==> config.mk <==
export PLATFORM = sky130hd
export DESIGN_NAME = rgb_pattern_gen_flat
export DESIGN_NICKNAME = d
export VERILOG_FILES = /design/src/rtl/rgb_pattern_gen_pkg.sv /design/src/rtl/rgb_pattern_gen_if.sv /design/src/rtl/rgb_pattern_gen_box_mover.sv /design/src/rtl/rgb_pattern_gen.sv /design/src/flat_wrapper.sv
export SDC_FILE = /design/constraint.sdc
export NUM_CORES = 1
export LEC_CHECK = 0
export CAP_MARGIN = 30
export CORE_MARGIN = 2
export CORE_UTILIZATION = 35
export CTS_CLUSTER_DIAMETER = 50
export CTS_CLUSTER_SIZE = 30
export DETAILED_ROUTE_END_ITERATION = 8
export SLEW_MARGIN = 20
export SYNTH_ARGS = -nofsm -noshare
export SYNTH_HDL_FRONTEND = slang
export SYNTH_HIERARCHICAL = 1
export SYNTH_SLANG_ARGS = --single-unit
==> constraint.sdc <==
create_clock -name clk -period 12 [get_ports clk]
set_input_delay 1.2 -clock clk [delete_from_list [all_inputs] [get_ports clk]]
set_output_delay 1.2 -clock clk [all_outputs]
set_load 0.01 [all_outputs]
==> src/rtl/rgb_pattern_gen_pkg.sv <==
// Shared definitions for the RGB pattern generator.
// Holds the video timing constants shared with the sync generator.
// Holds the pattern mode encodings, the colour-bar table and the bouncing-box limits.
// Helper functions:
//   bar_index - which colour bar an x coordinate falls in.
package rgb_pattern_gen_pkg;

  localparam int H_ACTIVE  = 200;
  localparam int V_ACTIVE  = 160;
  localparam int H_TOTAL   = 261;
  localparam int V_TOTAL   = 168;
  localparam int BAR_W     = 25;
  localparam int BOX_SIZE  = 16;
  localparam int BOX_X_MAX = H_ACTIVE - BOX_SIZE;  // 184
  localparam int BOX_Y_MAX = V_ACTIVE - BOX_SIZE;  // 144

  typedef enum logic [1:0] {
    MODE_BARS  = 2'd0,
    MODE_CHECK = 2'd1,
    MODE_GRAD  = 2'd2,
    MODE_BOX   = 2'd3
  } mode_e;

  typedef struct packed {
    logic [7:0] r;
    logic [7:0] g;
    logic [7:0] b;
  } rgb_t;

  localparam rgb_t COLOR_WHITE   = 24'hFFFFFF;
  localparam rgb_t COLOR_YELLOW  = 24'hFFFF00;
  localparam rgb_t COLOR_CYAN    = 24'h00FFFF;
  localparam rgb_t COLOR_GREEN   = 24'h00FF00;
  localparam rgb_t COLOR_MAGENTA = 24'hFF00FF;
  localparam rgb_t COLOR_RED     = 24'hFF0000;
  localparam rgb_t COLOR_BLUE    = 24'h0000FF;
  localparam rgb_t COLOR_BLACK   = 24'h000000;
  localparam rgb_t COLOR_BOX_BG  = 24'h000080;

  // Packed so that element 0 (the leftmost bar) is the last item listed.
  localparam logic [7:0][23:0] BAR_COLORS = {
    COLOR_BLACK, COLOR_BLUE, COLOR_RED, COLOR_MAGENTA,
    COLOR_GREEN, COLOR_CYAN, COLOR_YELLOW, COLOR_WHITE
  };

  // h / BAR_W for the active range, built from seven threshold compares
  // so no divider is synthesised.
  function automatic logic [2:0] bar_index(input logic [10:0] h);
    logic [2:0] idx;
    idx = '0;
    for (int k = 1; k < 8; k++) begin
      if (h >= 11'(k * BAR_W)) idx = idx + 3'd1;
    end
    return idx;
  endfunction

endpackage

==> src/rtl/rgb_pattern_gen_if.sv <==
// Pixel bus between the timing/sync stage and the RGB pattern generator.
//   pix_en, h_count, v_count           : coordinates from the timing counter
//   red, green, blue, pix_valid,
//   frame_start                        : registered pixel back to the sync stage
// master = timing/sync side, slave = pattern generator.
interface rgb_pattern_gen_if;
  logic        pix_en;
  logic [10:0] h_count;
  logic [9:0]  v_count;
  logic [7:0]  red;
  logic [7:0]  green;
  logic [7:0]  blue;
  logic        pix_valid;
  logic        frame_start;

  modport master (
    output pix_en, h_count, v_count,
    input  red, green, blue, pix_valid, frame_start
  );

  modport slave (
    input  pix_en, h_count, v_count,
    output red, green, blue, pix_valid, frame_start
  );
endinterface

==> src/rtl/rgb_pattern_gen_box_mover.sv <==
// Bouncing-box position tracker.
// Moves the box one pixel per axis each time update is high, and reverses direction at the edges.
// Ports:
//   clk, rst - clock, synchronous active-high reset (box to (0,0), moving +x/+y)
//   update   - one-cycle strobe at the frame boundary
//   bx, by   - top-left corner of the box
module rgb_pattern_gen_box_mover
  import rgb_pattern_gen_pkg::*;
(
  input  logic       clk,
  input  logic       rst,
  input  logic       update,
  output logic [7:0] bx,
  output logic [7:0] by
);

  logic [7:0] pos [2];

  for (genvar gi = 0; gi < 2; gi++) begin : g_axis
    localparam logic [7:0] MAX = (gi == 0) ? 8'(BOX_X_MAX) : 8'(BOX_Y_MAX);

    logic [7:0] pos_q, pos_d;
    logic       neg_q, neg_d;  // 1 = moving towards 0

    // At an edge the direction flips and the same update already steps
    // back inwards, so the box never rests two frames on the edge.
    always_comb begin
      pos_d = pos_q;
      neg_d = neg_q;
      if (update) begin
        if (!neg_q) begin
          if (pos_q >= MAX) begin
            neg_d = 1'b1;
            pos_d = pos_q - 8'd1;
          end else begin
            pos_d = pos_q + 8'd1;
          end
        end else begin
          if (pos_q == 8'd0) begin
            neg_d = 1'b0;
            pos_d = pos_q + 8'd1;
          end else begin
            pos_d = pos_q - 8'd1;
          end
        end
      end
    end

    always_ff @(posedge clk) begin
      if (rst) begin
        pos_q <= '0;
        neg_q <= 1'b0;
      end else begin
        pos_q <= pos_d;
        neg_q <= neg_d;
      end
    end

    assign pos[gi] = pos_q;
  end

  assign bx = pos[0];
  assign by = pos[1];

endmodule

==> src/rtl/rgb_pattern_gen.sv <==
// RGB test-pattern generator.
// Turns the timing counter coordinates into 8-bit-per-channel RGB with one pix_en cycle of latency.
// Patterns: colour bars, checker, gradient, bouncing box.
// Ports:
//   clk, rst  - clock, synchronous active-high reset
//   mode_sel  - requested pattern (0 bars, 1 checker, 2 gradient, 3 box)
//   mode_load - strobe capturing mode_sel as the pending mode
//   pix       - pixel bus (slave): coordinates in, registered RGB out
// A pending mode only takes effect at the last pixel of a frame, so a frame is never drawn in two patterns.
module rgb_pattern_gen
  import rgb_pattern_gen_pkg::*;
(
  input  logic             clk,
  input  logic             rst,
  input  logic [1:0]       mode_sel,
  input  logic             mode_load,
  rgb_pattern_gen_if.slave pix
);

  mode_e active_q, active_d;
  mode_e pending_q, pending_d;
  rgb_t  rgb_q, rgb_d;
  logic  valid_q, valid_d;
  logic  fs_q, fs_d;

  logic        boundary;
  logic        in_active;
  logic        in_box;
  logic [7:0]  bx, by;
  logic [10:0] bx_w;
  logic [9:0]  by_w;

  assign boundary = pix.pix_en
                 && (pix.h_count == 11'(H_TOTAL - 1))
                 && (pix.v_count == 10'(V_TOTAL - 1));

  rgb_pattern_gen_box_mover u_box (
    .clk    (clk),
    .rst    (rst),
    .update (boundary),
    .bx     (bx),
    .by     (by)
  );

  assign bx_w = {3'b000, bx};
  assign by_w = {2'b00, by};

  always_comb begin
    // A strobe on the boundary cycle itself goes straight to active.
    pending_d = mode_load ? mode_e'(mode_sel) : pending_q;
    active_d  = boundary ? pending_d : active_q;

    in_active = (pix.h_count < 11'(H_ACTIVE)) && (pix.v_count < 10'(V_ACTIVE));
    in_box    = (pix.h_count >= bx_w) && (pix.h_count < bx_w + 11'(BOX_SIZE))
             && (pix.v_count >= by_w) && (pix.v_count < by_w + 10'(BOX_SIZE));

    rgb_d   = COLOR_BLACK;
    valid_d = in_active;
    fs_d    = (pix.h_count == 11'd0) && (pix.v_count == 10'd0);

    if (in_active) begin
      case (active_q)
        MODE_BARS:  rgb_d = BAR_COLORS[bar_index(pix.h_count)];
        MODE_CHECK: rgb_d = (pix.h_count[3] ^ pix.v_count[3]) ? COLOR_WHITE : COLOR_BLACK;
        MODE_GRAD:  rgb_d = '{r: pix.h_count[7:0],
                              g: pix.v_count[7:0],
                              b: pix.h_count[7:0] + pix.v_count[7:0]};
        MODE_BOX:   rgb_d = in_box ? COLOR_WHITE : COLOR_BOX_BG;
        default:    rgb_d = COLOR_BLACK;
      endcase
    end
  end

  always_ff @(posedge clk) begin
    if (rst) begin
      active_q  <= MODE_BARS;
      pending_q <= MODE_BARS;
      rgb_q     <= COLOR_BLACK;
      valid_q   <= 1'b0;
      fs_q      <= 1'b0;
    end else begin
      pending_q <= pending_d;
      active_q  <= active_d;
      if (pix.pix_en) begin
        rgb_q   <= rgb_d;
        valid_q <= valid_d;
        fs_q    <= fs_d;
      end
    end
  end

  assign pix.red         = rgb_q.r;
  assign pix.green       = rgb_q.g;
  assign pix.blue        = rgb_q.b;
  assign pix.pix_valid   = valid_q;
  assign pix.frame_start = fs_q;

endmodule
==> src/flat_wrapper.sv <==
// flat-port wrapper written by rule: the top's interface ports become plain ports
module rgb_pattern_gen_flat import rgb_pattern_gen_pkg::*;
  (clk, rst, mode_sel, mode_load, pix_pix_en, pix_h_count, pix_v_count, pix_red, pix_green, pix_blue, pix_pix_valid, pix_frame_start);
  rgb_pattern_gen_if pix_i ();
  input  logic clk;
  input  logic rst;
  input  logic [1:0] mode_sel;
  input  logic mode_load;
  input wire logic [$bits(pix_i.pix_en)-1:0] pix_pix_en;
  input wire logic [$bits(pix_i.h_count)-1:0] pix_h_count;
  input wire logic [$bits(pix_i.v_count)-1:0] pix_v_count;
  output wire logic [$bits(pix_i.red)-1:0] pix_red;
  output wire logic [$bits(pix_i.green)-1:0] pix_green;
  output wire logic [$bits(pix_i.blue)-1:0] pix_blue;
  output wire logic [$bits(pix_i.pix_valid)-1:0] pix_pix_valid;
  output wire logic [$bits(pix_i.frame_start)-1:0] pix_frame_start;
  assign pix_i.pix_en = pix_pix_en;
  assign pix_i.h_count = pix_h_count;
  assign pix_i.v_count = pix_v_count;
  assign pix_red = pix_i.red;
  assign pix_green = pix_i.green;
  assign pix_blue = pix_i.blue;
  assign pix_pix_valid = pix_i.pix_valid;
  assign pix_frame_start = pix_i.frame_start;
  rgb_pattern_gen u_core (.clk(clk), .rst(rst), .mode_sel(mode_sel), .mode_load(mode_load), .pix(pix_i));
endmodule
-- Word level (Yosys, flattened, before mapping)
Memories as Yosys holds them, arrays and structs flattened.
Index checks and enable logic that the tools add are counted.
- memories: 1
- register bits: 48
- logic and storage cells: 98
- output and inout bits: 26
- bits in read-only memories: 192
- memories (memory ; words ; bits a word ; rd ports ; clocked after Yosys merged registers in ; wr ports ; line ; RTL):
    (no name shown) ; 8 ; 24 ; 1 ; 0 ; 0 ; rgb_pattern_gen.sv:63 ; MODE_BARS: rgb_d = BAR_COLORS[bar_index(pix.h_count)];
- equal/unequal tests: 5
- reductions and logical operators: 12
- mux-type cells: 39
- add/subtract/negate cells: 13
- magnitude comparators: 16
- bitwise gates (word level): 1
- operators by type and width (kind ; number):
    $mux W24 ; 4
    $pmux W24 S4 ; 1
    $mux W3 ; 20
    $mux W8 ; 6
    $ge A11 B7 Y1 const B ; 3
    $ge A11 B8 Y1 const B ; 2
    $add A3 B1 Y3 const B ; 6
    $add A8 B5 Y9 const B ; 2
    $add A8 B1 Y8 const B ; 2
    $ge A8 B8 Y1 const B ; 2
    $logic_not A8 Y1 ; 2
    $sub A8 B1 Y8 const B ; 2
    $eq A11 B9 Y1 const B ; 1
    $ge A11 B5 Y1 const B ; 1
    $ge A11 B6 Y1 const B ; 1
    $ge A11 B8 Y1 ; 1
    $logic_not A11 Y1 ; 1
    $lt A11 B11 Y1 ; 1
    $lt A11 B8 Y1 const B ; 1
    $eq A10 B8 Y1 const B ; 1
    $ge A10 B8 Y1 ; 1
    $logic_not A10 Y1 ; 1
    $lt A10 B10 Y1 ; 1
    $lt A10 B8 Y1 const B ; 1
    other kinds (9) ; 22

-- Logic depth before layout (Yosys ltp)
Gate-level depths: netlist of run 1.
- depth after elaboration: 32
- mapped depth: 19

-- Hierarchy
The synthesis of run 1 kept the hierarchy.
- modules (own cells, without submodules) (module ; times used ; cells each ; area each (um^2) ; seq. area each (um^2)):
    rgb_pattern_gen ; 1 ; 350 ; 2835.2 ; 600.6
    rgb_pattern_gen_box_mover ; 1 ; 163 ; 1298.7 ; 360.3

-- Least setup slack after synthesis of run 1
OpenSTA, ideal clock, no wires.
- kind: input-to-reg
- start point: input pix_h_count[7]
- end point: register u_core.rgb_q (netlist bit u_core/pix.green[0])
- path buffers: 1
- setup time: 0.059 ns
- stages on the path: 19
- setup slack: 6.406 ns
- arrival time: 5.534 ns
- data required time: 11.941 ns
- path through: clkbuf_1 or4_4 or3_1 inv_1 ha_1 inv_1 xnor2_1 ha_1 xnor3_1 a32oi_1 nor3b_1 ha_1 and2_1 a21o_1 ha_1 nor2b_1 xnor3_1 a21boi_2 a22o_1
- longest elaborated chain between the ends: 32
- elaborated cells on any way between the ends: 46
- RTL lines (what ; line ; RTL):
    start, declared ; flat_wrapper.sv:10 ; input wire logic [$bits(pix_i.h_count)-1:0] pix_h_count;
    $ge A11 B5 Y1 ; rgb_pattern_gen_pkg.sv:52 ; if (h >= 11'(k * BAR_W)) idx = idx + 3'd1;
    $mux W1 ; rgb_pattern_gen_pkg.sv:52 ;
    $mux W3 ; rgb_pattern_gen.sv:62 ; case (active_q)
    $mux W3 ; rgb_pattern_gen.sv:61 ; if (in_active) begin
    $add A3 B1 Y3 ; rgb_pattern_gen_pkg.sv:52 ;
    $mux W3 ; rgb_pattern_gen_pkg.sv:52 ;
    $mux W3 ; rgb_pattern_gen.sv:62 ;
    $mux W3 ; rgb_pattern_gen.sv:61 ;
    (+16 left out) ; n/a ;
    $add A3 B1 Y3 ; rgb_pattern_gen_pkg.sv:52 ;
    $mux W3 ; rgb_pattern_gen_pkg.sv:52 ;
    $mux W3 ; rgb_pattern_gen.sv:62 ;
    $mux W3 ; rgb_pattern_gen.sv:61 ;
    $mem_v2 Z8 W24 ; n/a ;
    $mux W24 (not written as such) ; rgb_pattern_gen.sv:63 ;
    $pmux W24 S4 ; rgb_pattern_gen.sv:62 ;
    $mux W24 (*) ; rgb_pattern_gen.sv:61 ;
    end signal, assigned ; rgb_pattern_gen.sv:85 ; rgb_q <= rgb_d;
    end, declared ; rgb_pattern_gen.sv:22 ; rgb_t rgb_q, rgb_d;
Every way passes the cells marked *; elsewhere a longest branch is shown, timed or not. The select of a mux whose other input is x is not followed.
A chain may end at the register's enable or synchronous reset.

-- Worst setup path in the final report of run 1
- start point: input pix_h_count[7]
- end point: register u_core.rgb_q (netlist bit u_core/pix.green[5])
Same word-level chain as after synthesis.

==> Implementation_results.wiki, run 1 <==
{| class="wikitable"
! Metric !! Value
|-
| Effective utilization at floorplan || 36.1%
|-
| Rel. slew slack || 45.1%
|-
| Global-route wire length before repair || 18800 microns
|-
| Part of the power in registers || between 40% and 50%
|-
| Crit path cell chain || clkdlybuf4s50_1, or4_4, or3_1, inv_1, ha_1, inv_1, xnor2_1, ha_1, xnor3_1, a32oi_1, nor3b_1, ha_1, and2_1, a21o_1, ha_1, nor2b_1, xnor3_1, a21boi_2, a22o_1
|-
| Endpoint required time on the critical path || 12.25 ns
|-
| Number of remaining DRC errors || 0
|-
| RSZ-0062 raised after global routing || false
|-
| Num CTS Buffers || 5
|-
| PnR Total Power || 0.000377 W
|-
| Worst Path Arrival || 6.57 ns
|-
| Antenna violations before repair || 0
|-
| Seq/Total Area, Yosys || 23.2%
|-
| Maximum capacitance violations || 0
|-
| Highest attainable clock frequency || 158 MHz
|-
| Proportion of power drawn by combinational gates || 17.3%
|-
| Tot GR Track Use || 18.1%
|-
| Filler cell count in the final layout || 1167
|-
| Die Span Y || 113 microns
|-
| Total net switching power || 0.000104 W
|-
| P_int || 0.000273 W
|-
| Die Outline Area || 0.0127 sq mm
|-
| Largest driver fanout on the critical path || 10
|-
| Final setup violation count || 0
|-
| Drt via density || 5.64
|-
| Ys flop type || dfxtp_1
|-
| Number of buffers on the longest clock path || 2
|-
| CTS tree || done
|-
| Die extent in x || ~110 microns
|-
| Count of TritonRoute iterations in the first routing pass || 4
|-
| # IOs || 53
|-
| Number of instances in the synthesized netlist || around 510
|-
| Postcts setup bufs || 0
|-
| Vias in the first global route || 3852
|-
| Register cell area after layout || 961 sq um
|-
| Number of synthesis warnings || 6
|-
| Sw Share || 27.6%
|-
| Fin crit period || 6.33 ns
|-
| Dominant cell by count in the synthesized netlist || nor2_1
|-
| Nets || 630
|-
| Sink Count || between 40 and 50
|-
| Critical register-to-register path startpoint || u_core/u_box/bx[4]$_SDFFE_PP0P_
|-
| Cell depth of the worst hold path || 2
|-
| Mapped Avg Cell Area || ~8.1 sq um
|-
| Top cells by area, synth || dfxtp_1 (23%), ha_1 (15%), nor2_1 (4.4%)
|-
| Min-delay src || u_core/pix.red[3]$_SDFFE_PP0P_
|-
| Global placement routability congestion || 0.892
|-
| Clk Tree Root Cell || clkbuf_16
|-
| Synthesis-to-finish area growth || 19.2%
|-
| Total power per unit cell area || 76.6 mW/mm^2
|-
| Crit path capture type || flip-flop
|-
| Net count after synthesis || 589
|-
| Share of the clock period used by the worst path || a little over half
|-
| Row Count || 39
|-
| Share of async-settable or async-resettable flops after synthesis || 0%
|-
| N_diodes || 0
|-
| Hold Violations, Final || 0
|-
| Synth top area share || 23.2%
|-
| Clock Power Share || 40.3%
|-
| Slew Limit Fails || 0
|-
| Core area || approximately 0.011 sq mm
|-
| PostCTS Resize Cnt || 0
|-
| Share of final-layout standard cells stronger than drive strength 1 || 6.67%
|-
| Class of the tightest hold or removal check || flip-flop to flip-flop
|-
| Later-pin clock latency in the skew report || 0.30 ns
|-
| Register-to-register setup slack || between 9 and 10 ns
|-
| Largest voltage drop on the vdd net || between 0.06 and 0.07 mV
|-
| Slowest stage cell on the critical path || clkdlybuf4s50_1
|-
| Type of the setup path with the least slack || primary input to flip-flop
|-
| H-tree levels || 2
|-
| Clock transition time at the flip-flop clock pins of the worst setup and hold paths || 0.07 ns
|-
| Multi-input gate area in the final layout || about 0.0029 sq mm
|-
| Leading area contributor after synthesis || dfxtp_1
|-
| Quantity of hold-fixing buffers added after cts || 0
|-
| Area of the mapped netlist || 0.00413 sq mm
|-
| Leakage power summed over all cells || 1.90 nW
|-
| Seq cells post-synth || 48
|-
| Global route overflow || 0
|-
| Crit path from || pix_h_count[7]
|-
| Number of synthesized flops with an enable pin || 0
|-
| Detail-routed net length per standard cell || 16.3 microns
|-
| Worst Reg2Reg Path Length in Cells || 10
|-
| Total number of vias || 3938
|-
| Capture instance of the worst register-to-register path || u_core/pix.red[4]$_SDFFE_PP0P_
|-
| List of most frequent post-synthesis cells || nor2_1 (49), dfxtp_1 (48), ha_1 (48)
|-
| Endpoint of the worst setup timing path || u_core/pix.green[5]$_SDFFE_PP0P_
|-
| Worst slew pin tran || 0.822 ns
|-
| Startpoint Class || primary input
|-
| Initial DRC count || around 250
|-
| Worst-case clock skew || 0.00360 ns
|-
| Antenna viol nets, final || 0
|-
| Pin count of the biggest net entering global routing || 36
|-
| Cell seen most often among critical-path stages || ha_1
|-
| Final HPWL DP || 8410 microns
|-
| Result of the run || complete, no violations
|-
| Yosys cell types || 72
|-
| Setup tns final || 0 ns
|-
| Port Buffer Count || between 50 and 60
|-
| Largest stage delay on the critical path || 0.62 ns
|-
| Final wirelength || 11400 microns
|}
-- power by group through the flow --
stage               Sequential, W  Combinational (W)  Clock (W)
floorplan                0.000164          0.0000399          0
global placement         0.000164          0.0000630          0
detailed placement       0.000164          0.0000642          0
global route             0.000160          0.0000718   0.000161
finish                   0.000160          0.0000654   0.000152
CTS                      0.000160          0.0000647   0.000156
-- per-stage QoR --
step	hold slack, ns	instance area (sq um)	utilization, %	std cells	setup slack [ns]
2_1_floorplan	0.472	4130	-	513	6.41
3_3_place_gp	0.439	4770	41.6	689	5.51
3_5_place_dp	0.444	4770	41.6	689	5.35
4_1_cts	0.454	4920	42.9	697	5.66
5_1_grt	0.480	4930	43.0	698	5.32
6_report	0.448	4930	43.0	698	5.67
-- metal layers --
metal | part of all wire (%) | global-route usage [%] | vias to the layer above
met5 | 0 | 0 | -
met4 | 2.2 | 6.18 | 0
met3 | 5.8 | 4.59 | 19
met2 | 47 | 30.3 | 121
met1 | 45 | 22.7 | 1838
li1 | - | - | 1960
-- worst min path at each step --
stage          slack, ns                         endpoint
2_1_floorplan       0.47   u_core/pix.red[1]$_SDFFE_PP0P_
3_3_place_gp        0.44  u_core/pix.blue[1]$_SDFFE_PP0P_
3_5_place_dp        0.44   u_core/pix.red[3]$_SDFFE_PP0P_
4_1_cts             0.45   u_core/pix.red[3]$_SDFFE_PP0P_
5_1_grt             0.48   u_core/pix.red[6]$_SDFFE_PP0P_
6_report            0.45   u_core/pix.red[3]$_SDFFE_PP0P_
-- cell usage in the layout (no fill, tap or decap), types with 6 or more instances in the layout --
master and n:
clkdlybuf4s50_1 52, nor2_1 49, ha_1 48, dfxtp_1 48
inv_1 36, nand2_1 28, o21ai_0 27, a21oi_1 27
nor3_1 16, nand3_1 15, a21o_1 15, nor2b_1 15
nand4_1 13, xnor2_1 13, mux2_2 10, a211oi_1 9
mux2i_1 9, nor4_1 8, o21ai_1 8, a22o_1 8
nand2b_1 7, a2111oi_0 6
-- cell families (layout without fill, tap and decap cells) --
kind of cell    count (synthesis)  in the layout  share of synthesized area, %
simple gates                  176            176                          22.2
compound gates                141            141                          23.6
buf+inv                        60            102                          5.78
fa+ha+maj                      49             49                          15.0
flops                          48             48                          23.2
xor+xnor                       20             20                          5.27
mux                            19             19                          4.90
-- critical path, delay by kind of cell --
| kind | cells | cell delay [ns] |
|---|---|---|
| and+or+nand+nor | 5 | 1.48 |
| buffers and inverters | 3 | 0.88 |
| adders and majority gates | 4 | 0.99 |
| AOI/OAI and AO/OA | 4 | 1.04 |
| xor gates and xnor gates | 3 | 0.95 |
-- flip-flops by register name, indices dropped and copies added (netlist names) --
register and flops:
u_core/pix.green 8, u_core/pix.frame_start 1, u_core/active_q 2, u_core/pix.red 8, u_core/u_box/bx 8, u_core/pending_q 2, u_core/u_box/by 8, u_core/u_box/g_axis.neg_q 2
u_core/pix.pix_valid 1, u_core/pix.blue 8
-- final cells by class --
class / count / area share, %
multi-input cells: 405 / 59.6
flip-flops and latches: 48 / 19.5
repair buffers: 57 / 11.3
well taps: 143 / 3.63
clock buffers: 6 / 2.82
inverters: 37 / 2.82
clock inverters: 2 / 0.279
(Power assumes the default switching activity.)
==> run 2, diff against run 1 <==
==> constraint.sdc (replaced) <==
create_clock -name clk -period 6.3 [get_ports clk]
set_input_delay 0.63 -clock clk [delete_from_list [all_inputs] [get_ports clk]]
set_output_delay 0.63 -clock clk [all_outputs]
set_load 0.01 [all_outputs]
==> run 2 against run 1 <==
- sequential power increased by 91%
- flip-flop and latch count unchanged
- clock skew decreased by 0.00078 ns
- highest routed layer unchanged
==> Implementation_results.wiki, run 2 (same netlist as run 1, synthesis figures left out) <==
{| class="wikitable"
! Metric !! Value
|-
| Worst slew pin tran || slightly below 0.8 ns
|-
| Clock transition time at the flip-flop clock pins of the worst setup and hold paths || 0.07 ns
|-
| Number of remaining DRC errors || 0
|-
| Largest driver fanout on the critical path || 8
|-
| Nets || 637
|-
| Finished Core Util || 43.9%
|-
| Worst Reg2Reg Path Length in Cells || 10
|-
| Commonest non-fill, non-tap cell in the layout || clkdlybuf4s50_1
|-
| Postcts setup bufs || 0
|-
| Sink Count || between 40 and 50
|-
| Core area || 0.0115 sq mm
|-
| Count of TritonRoute iterations in the first routing pass || 6
|-
| Largest stage delay on the critical path || 0.57 ns
|-
| Die Outline Area || 0.0127 sq mm
|-
| Final setup violation count || 0
|-
| Clk Tree Root Cell || clkbuf_16
|-
| Register-to-register setup slack || 3.42 ns
|-
| Final HPWL DP || 8680 microns
|-
| Quantity of hold-fixing buffers added after cts || 0
|-
| Min-delay src || u_core/pix.red[6]$_SDFFE_PP0P_
|-
| Tot GR Track Use || 18.5%
|-
| Setup tns final || 0 ns
|-
| Endpoint required time on the critical path || between 6 and 7 ns
|-
| Type of the setup path with the least slack || primary input to flip-flop
|-
| Port Buffer Count || 52
|-
| Slew Limit Fails || 0
|-
| Number of cells in the finished layout apart from fillers || 705
|-
| Result of the run || complete, no violations
|-
| CTS tree || done
|-
| Antenna violations before repair || 0
|-
| Commonest cells after routing, fill and taps aside || clkdlybuf4s50_1 (52), nor2_1 (49), ha_1 (48), dfxtp_1 (48), inv_1 (36)
|-
| Total power per unit cell area || 157 mW/mm^2
|-
| Die extent in x || 113 microns
|-
| Register cell area after layout || 961 sq um
|-
| Maximum capacitance violations || 0
|-
| Capture instance of the worst register-to-register path || u_core/pix.blue[5]$_SDFFE_PP0P_
|-
| Worst-case clock skew || 0.00281 ns
|-
| Crit path capture type || flip-flop
|-
| Share of final-layout standard cells stronger than drive strength 1 || ~8.2%
|-
| Antenna viol nets, final || 0
|-
| Number of buffers on the longest clock path || 2
|-
| Drt via density || approximately 5.6
|-
| Worst path bufs/invs || 3
|-
| Global route overflow || 0
|-
| Cell depth of the worst hold path || 2
|-
| Later-pin clock latency in the skew report || ~0.3 ns
|-
| Pin count of the biggest net entering global routing || 36
|-
| Final wirelength || approximately 12000 microns
|-
| Worst-case hold path end point || u_core/pix.red[6]$_SDFFE_PP0P_
|-
| Synthesis-to-finish area growth || 21.7%
|-
| Total number of vias || 3973
|-
| Fin crit period || 5.72 ns
|-
| Leakage power summed over all cells || 1.96 nW
|-
| Row Count || 39
|-
| Num CTS Buffers || 5
|-
| RSZ-0062 raised after global routing || false
|-
| Vias in the first global route || 3958
|-
| Multi-input gate area in the final layout || 0.00295 sq mm
|-
| Hold Violations, Final || 0
|-
| # IOs || 53
|-
| Global placement routability congestion || 0.909
|-
| Share of the clock period used by the worst path || a little over 90%
|-
| Largest voltage drop on the vdd net || 0.107 mV
|-
| N_diodes || 0
|-
| Class of the tightest hold or removal check || flip-flop to flip-flop
|-
| Placed cell count || 697
|-
| Highest attainable clock frequency || 175 MHz
|-
| Die Span Y || 113 microns
|-
| Rel. slew slack || a little under half
|-
| Crit path cell chain || clkdlybuf4s50_1, or4_4, or3_1, inv_1, ha_1, inv_1, xnor2_1, ha_1, xnor3_1, a32oi_1, nor3b_1, ha_1, and2_1, a21o_1, ha_1, nor2b_1, xnor3_1, a21boi_2, a22o_1
|-
| Cell seen most often among critical-path stages || ha_1
|-
| Worst Path Arrival || 5.96 ns
|-
| H-tree levels || 2
|-
| Effective utilization at floorplan || 36.1%
|-
| Filler cell count in the final layout || 1158
|-
| Detail-routed net length per standard cell || roughly 16 microns
|-
| PostCTS Resize Cnt || 0
|-
| Startpoint Class || primary input
|-
| Global-route wire length before repair || 19200 microns
|-
| Initial DRC count || about 230
|-
| Slowest stage cell on the critical path || or4_4
|-
| PnR Total Power || just under 0.0008 W
|-
| Critical path's top delay family || simple AND/OR/NAND/NOR gates
|-
| Critical register-to-register path startpoint || u_core/u_box/bx[4]$_SDFFE_PP0P_
|}
[run 2: cell count changes in the layout (fill, tap and decap cells not counted)]
cell / delta
clkbuf_8: -1
o41ai_2: +1
buf_4: +8
nor2b_2: +1
o41ai_1: -1
bufinv_16: +2
clkinv_2: -1
nor2b_1: -1
clkbuf_4: -1
[run 2: final cells by class]
| cell class | instances | share of cell area (%) |
|---|---|---|
| multi-input cells | 405 | 58.6 |
| clock buffers | 5 | 2.49 |
| well taps | 143 | 3.56 |
| flip-flops and latches | 48 | 19.1 |
| clock inverters | 3 | 1.37 |
| repair buffers | 64 | 12.1 |
| inverters | 37 | 2.76 |
[run 2: metrics by stage]
| step | hold WS, ns | worst slack, ns | area [sq um] |
|---|---|---|---|
| after floorplan | 0.472 | 1.28 | 4130 |
| after global placement | 0.437 | 0.485 | 4830 |
| after detailed placement | 0.443 | 0.315 | 4840 |
| after CTS | 0.454 | 0.592 | 5030 |
| after global routing | 0.475 | 0.317 | 5030 |
| final | 0.449 | 0.580 | 5030 |
[run 2: worst max path at each step]
stage,start,end,slack [ns],cells after the start
final,pix_h_count[8],u_core/pix.green[2]$_SDFFE_PP0P_,0.58,19
after global routing,pix_h_count[8],u_core/pix.green[2]$_SDFFE_PP0P_,0.32,19
after CTS,pix_h_count[8],u_core/pix.green[2]$_SDFFE_PP0P_,0.59,19
after detailed placement,pix_h_count[8],u_core/pix.green[2]$_SDFFE_PP0P_,0.32,19
after global placement,pix_h_count[8],u_core/pix.green[0]$_SDFFE_PP0P_,0.48,19
after floorplan,pix_h_count[7],u_core/pix.green[0]$_SDFFE_PP0P_,1.28,19
[run 2: tightest hold or removal path, stage by stage, from the launching register on]
cell and delay (ns):
dfxtp_1 0.31, nand2_1 0.05, o21ai_1 0.05
[run 2: where the power goes]
| part | internal (W) | total, W | switching [W] |
|---|---|---|---|
| sequential | 0.000304 | 0.000305 | 0.000000388 |
| clock | 0.000229 | 0.000358 | 0.000129 |
| combinational | 0.0000602 | 0.000129 | 0.0000686 |
| total | 0.000594 | 0.000792 | 0.000198 |
[run 2: per-layer routing]
metal	routed length [microns]	track usage, %	part of all wire [%]
met5	0	0	0
met1	5120	22.6	44
met2	5590	32.8	49
met4	200	5.85	1.7
met3	610	3.29	5.3
==> run 3, diff against run 2 <==
--- a/config.mk
+++ b/config.mk
@@ -8,10 +8,10 @@
 export CAP_MARGIN = 30
 export CORE_MARGIN = 2
 export CORE_UTILIZATION = 35
-export CTS_CLUSTER_DIAMETER = 50
+export CTS_CLUSTER_DIAMETER = 100
 export CTS_CLUSTER_SIZE = 30
 export DETAILED_ROUTE_END_ITERATION = 8
-export SLEW_MARGIN = 20
+export SLEW_MARGIN = 0
 export SYNTH_ARGS = -nofsm -noshare
 export SYNTH_HDL_FRONTEND = slang
 export SYNTH_HIERARCHICAL = 1
==> run 3 against run 2 <==
- global-route usage rose by 0.15 points
- non-clock buffer count up 2
- sequential power about the same
- largest cell class unchanged
- highest routed layer unchanged
==> Implementation_results.wiki, run 3 (same netlist as run 1, synthesis figures left out) <==
{| class="wikitable"
! Metric !! Value
|-
| H-tree levels || 2
|-
| Share of final-layout standard cells stronger than drive strength 1 || 8.16%
|-
| Number of buffers on the longest clock path || 2
|-
| Setup tns final || 0 ns
|-
| DRT met1 WL || 5070 microns
|-
| Total number of vias || slightly below 4000
|-
| Clk Tree Root Cell || clkbuf_16
|-
| Clock transition time at the flip-flop clock pins of the worst setup and hold paths || ~0.070 ns
|-
| Num CTS Buffers || 5
|-
| Filler cell count in the final layout || 1155
|-
| Final standard cell area without fillers || ~0.0050 sq mm
|-
| Final wirelength || 11600 microns
|-
| PostCTS Resize Cnt || 0
|-
| Worst slew pin tran || 0.794 ns
|-
| Pin count of the biggest net entering global routing || 36
|-
| Type of the setup path with the least slack || primary input to flip-flop
|-
| Critical register-to-register path startpoint || u_core/u_box/bx[4]$_SDFFE_PP0P_
|-
| Die extent in x || about 110 microns
|-
| Cell seen most often among critical-path stages || ha_1
|-
| Class of the tightest hold or removal check || flip-flop to flip-flop
|-
| Total power per unit cell area || approximately 160 mW/mm^2
|-
| Row Count || 39
|-
| Count of TritonRoute iterations in the first routing pass || 5
|-
| Maximum capacitance violations || 0
|-
| Worst Path Arrival || a little under 6 ns
|-
| Number of remaining DRC errors || 0
|-
| Endpoint required time on the critical path || 6.54 ns
|-
| Nets || 639
|-
| Crit path from || pix_h_count[8]
|-
| Fin crit period || 5.69 ns
|-
| Commonest cells after routing, fill and taps aside || clkdlybuf4s50_1 (52), nor2_1 (49), ha_1 (48), dfxtp_1 (48), inv_1 (36)
|-
| Antenna violations before repair || 0
|-
| Final HPWL DP || 8660 microns
|-
| Commonest non-fill, non-tap cell in the layout || clkdlybuf4s50_1
|-
| N_diodes || 0
|-
| Worst-case clock skew || 0.00275 ns
|-
| Drt via density || approximately 5.6
|-
| RSZ-0062 raised after global routing || false
|-
| Largest voltage drop on the vdd net || around 0.12 mV
|-
| Core area || 0.0115 sq mm
|-
| Global-route wire length before repair || between 15000 and 20000 microns
|-
| Final setup violation count || 0
|-
| Highest attainable clock frequency || 176 MHz
|-
| Share of the clock period used by the worst path || 90.2%
|-
| Detail-routed net length per standard cell || 16.4 microns
|-
| Slowest stage cell on the critical path || or4_4
|-
| Highest signal layer in the routed design || met4
|-
| Largest stage delay on the critical path || 0.58 ns
|-
| Worst path bufs/invs || 3
|-
| PnR Total Power || between 0.0007 and 0.0008 W
|-
| Port Buffer Count || 52
|-
| # IOs || 53
|-
| Slew Limit Fails || 0
|-
| Largest driver fanout on the critical path || 8
|-
| Crit path cell chain || clkdlybuf4s50_1, or4_4, or3_1, inv_1, ha_1, inv_1, xnor2_1, ha_1, xnor3_1, a32oi_1, nor3b_1, ha_1, and2_1, a21o_1, ha_1, nor2b_1, xnor3_1, a21boi_2, a22o_1
|-
| Die Outline Area || 0.0127 sq mm
|-
| Met2 wirelength from detailed routing || 5630 microns
|-
| Later-pin clock latency in the skew report || 0.30 ns
|-
| Area post-placement || between 0.004 and 0.005 sq mm
|-
| Postcts setup bufs || 0
|-
| CTS tree || done
|-
| Leakage power summed over all cells || 1.96 nW
|-
| Effective utilization at floorplan || 36.1%
|-
| Startpoint Class || primary input
|-
| Global placement routability congestion || approximately 0.91
|-
| Critical path's top delay family || simple AND/OR/NAND/NOR gates
|-
| Result of the run || complete, no violations
|-
| Hold Violations, Final || 0
|-
| Vias in the first global route || slightly below 4000
|-
| Die Span Y || roughly 110 microns
|-
| Sink Count || 48
|-
| Worst hold margin || 0.448 ns
|-
| Rel. slew slack || 46.7%
|-
| Quantity of hold-fixing buffers added after cts || 0
|-
| Met3 Routed Length || 683 microns
|-
| Min-delay src || u_core/pix.red[3]$_SDFFE_PP0P_
|-
| Global route overflow || 0
|-
| Crit path capture type || flip-flop
|-
| Tot GR Track Use || a little under a fifth
|-
| Synthesis-to-finish area growth || 21.9%
|-
| Initial DRC count || 232
|-
| Antenna viol nets, final || 0
|}
run 3: path summary, 6_finish.rpt:
path	end	slack (ns)	cells past startpoint
setup / recovery	u_core/pix.green[2]$_SDFFE_PP0P_	0.61	19
hold / removal	u_core/pix.red[3]$_SDFFE_PP0P_	0.45	2
setup reg to reg	u_core/pix.blue[5]$_SDFFE_PP0P_	3.40	10
hold reg to reg	u_core/pix.red[3]$_SDFFE_PP0P_	0.45	2
run 3: power by group:
group | leakage (nW) | total, W | switching [W] | internal, W
registers | 0.387 | 0.000305 | 0.000000409 | 0.000304
logic | 1.48 | 0.000129 | 0.0000690 | 0.0000602
clock network | 0.0944 | 0.000360 | 0.000131 | 0.000229
run 3: stage by stage:
stage | std cells | utilization (%) | setup slack, ns
2_1_floorplan | 513 | - | 1.28
5_1_grt | 707 | 44.0 | 0.279
3_3_place_gp | 697 | 42.1 | 0.485
3_5_place_dp | 698 | 42.2 | 0.360
6_report | 707 | 44.0 | 0.615
4_1_cts | 706 | 43.9 | 0.630
run 3: layout make-up:
type | instances | area (sq um) | area share, %
clock inverter | 3 | 68.8 | 1.37
timing repair buffer | 66 | 629 | 12.5
clock buffer | 5 | 125 | 2.48
sequential | 48 | 961 | 19.1
inverter | 37 | 139 | 2.76
multi-input combinational | 405 | 2940 | 58.3
tap | 143 | 179 | 3.55
run 3: worst register-to-register path, delay by kind of cell (launching register included):
kind | cells | cell delay (ns)
AO/OA/AOI/OAI | 4 | 0.77
adder cells (fa/ha/maj) | 2 | 0.47
buffers and inverters | 1 | 0.30
flip-flops | 1 | 0.60
AND/OR/NAND/NOR | 3 | 0.69
run 3: routing by layer:
metal	up-vias	GRT usage, %
li1	1973	-
met1	1851	22.8
met2	131	33.2
met3	19	3.51
met4	0	5.37
met5	-	0
